===== config.mk =====
export PLATFORM = sky130hd
export DESIGN_NAME = uart_rx_sampler
export DESIGN_NICKNAME = d
export VERILOG_FILES = /design/src/rtl/uart_rx_sampler.sv
export SDC_FILE = /design/constraint.sdc
export NUM_CORES = 1
export LEC_CHECK = 0
export ABC_AREA = 1
export BUFFER_PORTS_ARGS = -buffer_cell sky130_fd_sc_hd__buf_2
export CORE_MARGIN = 1
export CORE_UTILIZATION = 35
export DETAILED_ROUTE_END_ITERATION = 12
export PLACE_DENSITY = 0.57
export SYNTH_ARGS = -nofsm -noshare
export SYNTH_HDL_FRONTEND = slang
export SYNTH_SLANG_ARGS = --single-unit

===== constraint.sdc =====
create_clock -name clk_i -period 1.5 [get_ports clk_i]
set_clock_uncertainty 0.1 [all_clocks]
set_input_delay 0.3 -clock clk_i [delete_from_list [all_inputs] [get_ports clk_i]]
set_output_delay 0.3 -clock clk_i [all_outputs]
set_load 0.005 [all_outputs]

===== src/rtl/uart_rx_sampler.sv =====
// uart_rx_sampler
// Serial receive framer driven by an external bit-period divider. The framer
// holds the divider clear while idle, lets it count during a frame, and
// samples the synchronised RX line on each mid-bit mark pulse to assemble
// start, data (LSB first), optional parity and stop bits.
//
// Parameter ranges: DataBits 5..9, ParityMode 0 (none) / 1 (even) / 2 (odd),
// SyncStages >= 2.

module uart_rx_sampler #(
   parameter int unsigned DataBits   = 8,
   parameter int unsigned ParityMode = 0,
   parameter int unsigned SyncStages = 2
) (
   input  logic                clk_i,
   input  logic                reset_i,
   input  logic                rx_i,
   input  logic                div_mark_i,
   output logic                div_clear_o,
   output logic                div_enable_o,
   output logic [DataBits-1:0] data_o,
   output logic                valid_o,
   output logic                frame_err_o,
   output logic                parity_err_o,
   output logic                busy_o
);

   typedef enum logic [2:0] {
      S_IDLE,
      S_START,
      S_DATA,
      S_PARITY,
      S_STOP,
      S_BREAK
   } state_t;

   state_t state_q, state_d;

   // Input synchroniser; the line idles high so the chain resets to ones.
   logic [SyncStages-1:0] sync_q, sync_d;
   logic                  rx_s;

   // Frame assembly datapath.
   logic [DataBits-1:0] shift_q, shift_d;
   logic [3:0]          bit_idx_q, bit_idx_d;
   logic                par_err_q, par_err_d;
   logic [DataBits-1:0] data_q, data_d;
   logic                valid_q, valid_d;
   logic                frame_err_q, frame_err_d;
   logic                parity_err_q, parity_err_d;

   logic last_bit;
   logic odd_sel;
   logic exp_par;

   assign rx_s     = sync_q[SyncStages-1];
   assign last_bit = (bit_idx_q == 4'(DataBits - 1));
   assign odd_sel  = (ParityMode == 2);
   assign exp_par  = (^shift_q) ^ odd_sel;

   // Shift the raw line into the synchroniser chain.
   always_comb begin
      sync_d = {sync_q[SyncStages-2:0], rx_i};
   end

   // Synchroniser register.
   always_ff @(posedge clk_i) begin
      if (reset_i) begin
         sync_q <= '1;
      end else begin
         sync_q <= sync_d;
      end
   end

   // FSM state register.
   always_ff @(posedge clk_i) begin
      if (reset_i) begin
         state_q <= S_IDLE;
      end else begin
         state_q <= state_d;
      end
   end

   // FSM next-state logic; marks are only honoured while the divider runs.
   always_comb begin
      state_d = state_q;
      unique case (state_q)
         S_IDLE: begin
            if (!rx_s) begin
               state_d = S_START;
            end
         end
         S_START: begin
            if (div_mark_i) begin
               state_d = rx_s ? S_IDLE : S_DATA;
            end
         end
         S_DATA: begin
            if (div_mark_i && last_bit) begin
               state_d = (ParityMode != 0) ? S_PARITY : S_STOP;
            end
         end
         S_PARITY: begin
            if (div_mark_i) begin
               state_d = S_STOP;
            end
         end
         S_STOP: begin
            if (div_mark_i) begin
               state_d = rx_s ? S_IDLE : S_BREAK;
            end
         end
         S_BREAK: begin
            if (rx_s) begin
               state_d = S_IDLE;
            end
         end
         default: begin
            state_d = S_IDLE;
         end
      endcase
   end

   // FSM outputs: divider control and busy flag decoded from state.
   always_comb begin
      div_clear_o  = 1'b1;
      div_enable_o = 1'b0;
      busy_o       = 1'b0;
      unique case (state_q)
         S_START, S_DATA, S_PARITY, S_STOP: begin
            div_clear_o  = 1'b0;
            div_enable_o = 1'b1;
            busy_o       = 1'b1;
         end
         default: begin
            div_clear_o  = 1'b1;
            div_enable_o = 1'b0;
            busy_o       = 1'b0;
         end
      endcase
   end

   // Datapath next values: bit capture, parity check and status pulses.
   always_comb begin
      shift_d      = shift_q;
      bit_idx_d    = bit_idx_q;
      par_err_d    = par_err_q;
      data_d       = data_q;
      valid_d      = 1'b0;
      frame_err_d  = 1'b0;
      parity_err_d = 1'b0;
      unique case (state_q)
         S_START: begin
            if (div_mark_i && !rx_s) begin
               shift_d   = '0;
               bit_idx_d = '0;
               par_err_d = 1'b0;
            end
         end
         S_DATA: begin
            if (div_mark_i) begin
               for (int unsigned i = 0; i < DataBits; i++) begin
                  if (bit_idx_q == 4'(i)) begin
                     shift_d[i] = rx_s;
                  end
               end
               bit_idx_d = bit_idx_q + 4'd1;
            end
         end
         S_PARITY: begin
            if (div_mark_i) begin
               par_err_d = (rx_s != exp_par);
            end
         end
         S_STOP: begin
            if (div_mark_i) begin
               data_d = shift_q;
               if (rx_s) begin
                  if (par_err_q) begin
                     parity_err_d = 1'b1;
                  end else begin
                     valid_d = 1'b1;
                  end
               end else begin
                  frame_err_d = 1'b1;
               end
            end
         end
         default: begin
         end
      endcase
   end

   // Datapath registers; reset discards any partial word.
   always_ff @(posedge clk_i) begin
      if (reset_i) begin
         shift_q      <= '0;
         bit_idx_q    <= '0;
         par_err_q    <= 1'b0;
         data_q       <= '0;
         valid_q      <= 1'b0;
         frame_err_q  <= 1'b0;
         parity_err_q <= 1'b0;
      end else begin
         shift_q      <= shift_d;
         bit_idx_q    <= bit_idx_d;
         par_err_q    <= par_err_d;
         data_q       <= data_d;
         valid_q      <= valid_d;
         frame_err_q  <= frame_err_d;
         parity_err_q <= parity_err_d;
      end
   end

   assign data_o       = data_q;
   assign valid_o      = valid_q;
   assign frame_err_o  = frame_err_q;
   assign parity_err_o = parity_err_q;

endmodule


==> results.toml <==
[final_layout]
final_nets = 269
layout_commonest_cell = "nand2_1"
stdcell_area_sq_um = 1997
utilization = 0.4853
antenna_cells = 0
fill_cells = 439
syn_to_final_growth_pct = 29.34
final_cell_mix = "nand2_1, inv_1, dfxtp_1, o21ai_0, a21oi_1"
drive_gt1_frac = 0.3130

[grt]
antenna_found_initial = 0
grt_use_total = 0.1646
grt_max_degree = 20
grt_pass1_vias = 1304
overflow = 0
grt_pass1_wl_um = 5602

[synth]
postSynthCellCount = 223
synth_fa_ha_area_frac = 0.03241
yosys_warnings = 0
synth-simple-area-share = 0.2739
ys_ff_latch = 29
ys_seq_area_frac = 0.3760
syn_nets = 231
synth_xor_area_frac = 0.01135
avgSynthCellArea_sq_um = 6.924
synth_compound_area_frac = 0.1726
synth_cell_type_count = 30
syn_area_sq_um = 1544
synth_top_family_by_area = "simple AND/OR/NAND/NOR gates"
synth_mux_area_frac = 0

[floorplanning]
pin_count = 18
die_h_um = 68.42
coreArea_sq_um = 4115
die_x_um = 68.42
num_rows = 23
dieArea_sq_um = 4681
start_util = 0.3752

[sta]
min_period_ns = 1.556
rsz0062_at_grt = "yes"
maxSlewHeadroom = 0.7813
clock.fmax_ghz = 0.6426
finalMaxSlewViolations = 0
tightest_slew_ns = 0.3246
setup_viol = 5
post-route-worst-setup-slack_ns = -0.05609
hold_viol_final = 0
finalCritPeriodShare = 1.037

[run]
max_cap_violations = 0

[worst_hold_path]
hold_start = "rx_i"
min_path_type = "in2reg"

[clocking]
cts_made_buffers = 5
cts-root-buf = "clkbuf_8"
ctsLongestPathBuffers = 2
clock-sinks = 29
h-tree-depth = 2
clkTransAtPathRegs_ns = 0.07
cts_tree = "done"
cts_hold_buffers = 0
clk_latency_ns = 0.28

[placed_design]
io_buffers = 17
dp_worst_setup_slack_ns = 0.01152
gp_congestion = 0.8205
hpwl_um = 2346
dpl_cell_area_sq_um = 1750

[worst_setup_path]
path_max_fanout = 4
cpPeakStageDelay_ns = 0.36
required_ns = 1.10
startpoint_type = "register"
critPathLaunch = "state_q[2]$_SDFFE_PP0P_"
r2r-start = "state_q[2]$_SDFFE_PP0P_"
r2r_slack_ns = -0.02
worstSetupPathType = "reg2out"
worstReg2RegEnd = "shift_q[3]$_SDFFE_PP0P_"
path_buf_inv = 3
r2r_cells = 8
cpLargestDelayFamily = "flip-flops"
endpoint_kind = "output pin"
crit_path_end = "busy_o"
path_cells = "buf_6 > nand3_4 > nand2_2 > nor2_2 > inv_1 > buf_2"
arrival_ns = 1.16
slowest_stage = "dfxtp_4"
path_depth = 6

[routing]
routed_wl_um = 3256
drt-vias-per-instance = 4.526
dr.pass1.iters = 4
drt_iter0_drc = 67
ant_nets = 0
route.vias.total = 1412
wl_per_cell_um = 10.44
remaining_drc_errors = 0

[run_status]
failed_checks = "negative setup slack"
status = "finished with violations"

[power]
peakVddDrop_uv = 453.8
leakage_nw = 0.8838
power_density_nw_per_um2 = 831.7
layer usage:
layer,vias up,GRT usage,wire (um)
met3,6,0.04500,91
met4,0,0.06250,46
met2,20,0.2794,1465
met1,601,0.1948,1653
li1,785,-,-
met5,-,0,0
cell families after synthesis:
| group | count (synthesis) |
|---|---|
| compound gates | 52 |
| xor+xnor | 2 |
| fa+ha+maj | 4 |
| buf+inv | 47 |
| flops | 29 |
| simple gates | 89 |
area by class of cell:
cell class                 instances  area (sq um)  area share
multi-input combinational        147         828.3      0.4148
sequential                        29         589.3      0.2951
timing repair buffer              38         257.7      0.1291
inverter                          40         157.7     0.07895
clock buffer                       7         96.34     0.04825
tap                               50         62.56     0.03133
clock inverter                     1         5.005    0.002506
cells in the mapped netlist:
cell,instances,area share
nand2_1,55,0.13
inv_1,36,0.088
dfxtp_1,29,0.38
a21oi_1,22,0.071
o21ai_0,22,0.071
nor2_1,10,0.024
nand3_1,7,0.023
o21ai_1,5,0.016
ha_1,4,0.032
buf_6,3,0.022
inv_2,3,0.0073
nor3_1,3,0.0097
clkbuf_1,2,0.0049
nand2_2,2,0.0081
nand3_2,2,0.013
nor4_1,2,0.0081
o22ai_1,2,0.0081
or2_2,2,0.0081
a21oi_2,1,0.0057
buf_2,1,0.0032
buf_4,1,0.0049
inv_4,1,0.0041
nand4_1,1,0.0041
nand4_2,1,0.0081
nor2_2,1,0.0041
nor2_8,1,0.013
nor3_2,1,0.0065
nor3_4,1,0.011
xnor2_1,1,0.0057
xor2_1,1,0.0057
sequential cells by signal, indices dropped and copies added (netlist names):
register      flops
data_o            8
shift_q           8
bit_idx_q         4
state_q           3
sync_q            2
frame_err_o       1
par_err_q         1
parity_err_o      1
valid_o           1
worst min path at each step:
stage | end | depth (start not counted)
finish | sync_q[0]$_SDFF_PP1_ | 2
CTS | sync_q[0]$_SDFF_PP1_ | 2
global route | sync_q[0]$_SDFF_PP1_ | 2
global placement | sync_q[1]$_SDFF_PP1_ | 1
floorplan | sync_q[1]$_SDFF_PP1_ | 1
detailed placement | sync_q[1]$_SDFF_PP1_ | 1
worst reg2reg max path: stages (launching register included):
cell and delay [ns]:
dfxtp_4 0.36, buf_4 0.14, nor3_4 0.25, nand2_2 0.12
nand2_4 0.14, buf_6 0.12, nand2_1 0.04, nand2_1 0.08
a21oi_2 0.05
stage by stage:
| stage | hold slack (ns) | cells | setup TNS, ns | power [mW] |
|---|---|---|---|---|
| 6_report | 0.1044 | 312 | -0.1546 | 1.661 |
| 5_1_grt | 0.1143 | 312 | -1.175 | 1.739 |
| 4_1_cts | 0.09482 | 310 | -0.1658 | 1.672 |
| 3_5_place_dp | 0.2934 | 298 | 0 | 0.9505 |
| 3_3_place_gp | 0.2911 | 298 | 0 | 0.9494 |
| 2_1_floorplan | 0.2895 | 223 | 0 | 0.9093 |
power breakdown:
group	switching (mW)	internal (mW)	leakage [nW]
Sequential	0.0131	0.780	0.236
Clock	0.300	0.414	0.0542
Combinational	0.0964	0.0571	0.593
timing repair:
item / 4_1_cts / 5_1_grt
pin swaps: 3 / 11
gates resized for setup: 15 / 18
endpoints found under the setup margin: 4 / 16
setup buffers: 4 / 2
No activity file was read; power rests on OpenSTA's default activity.
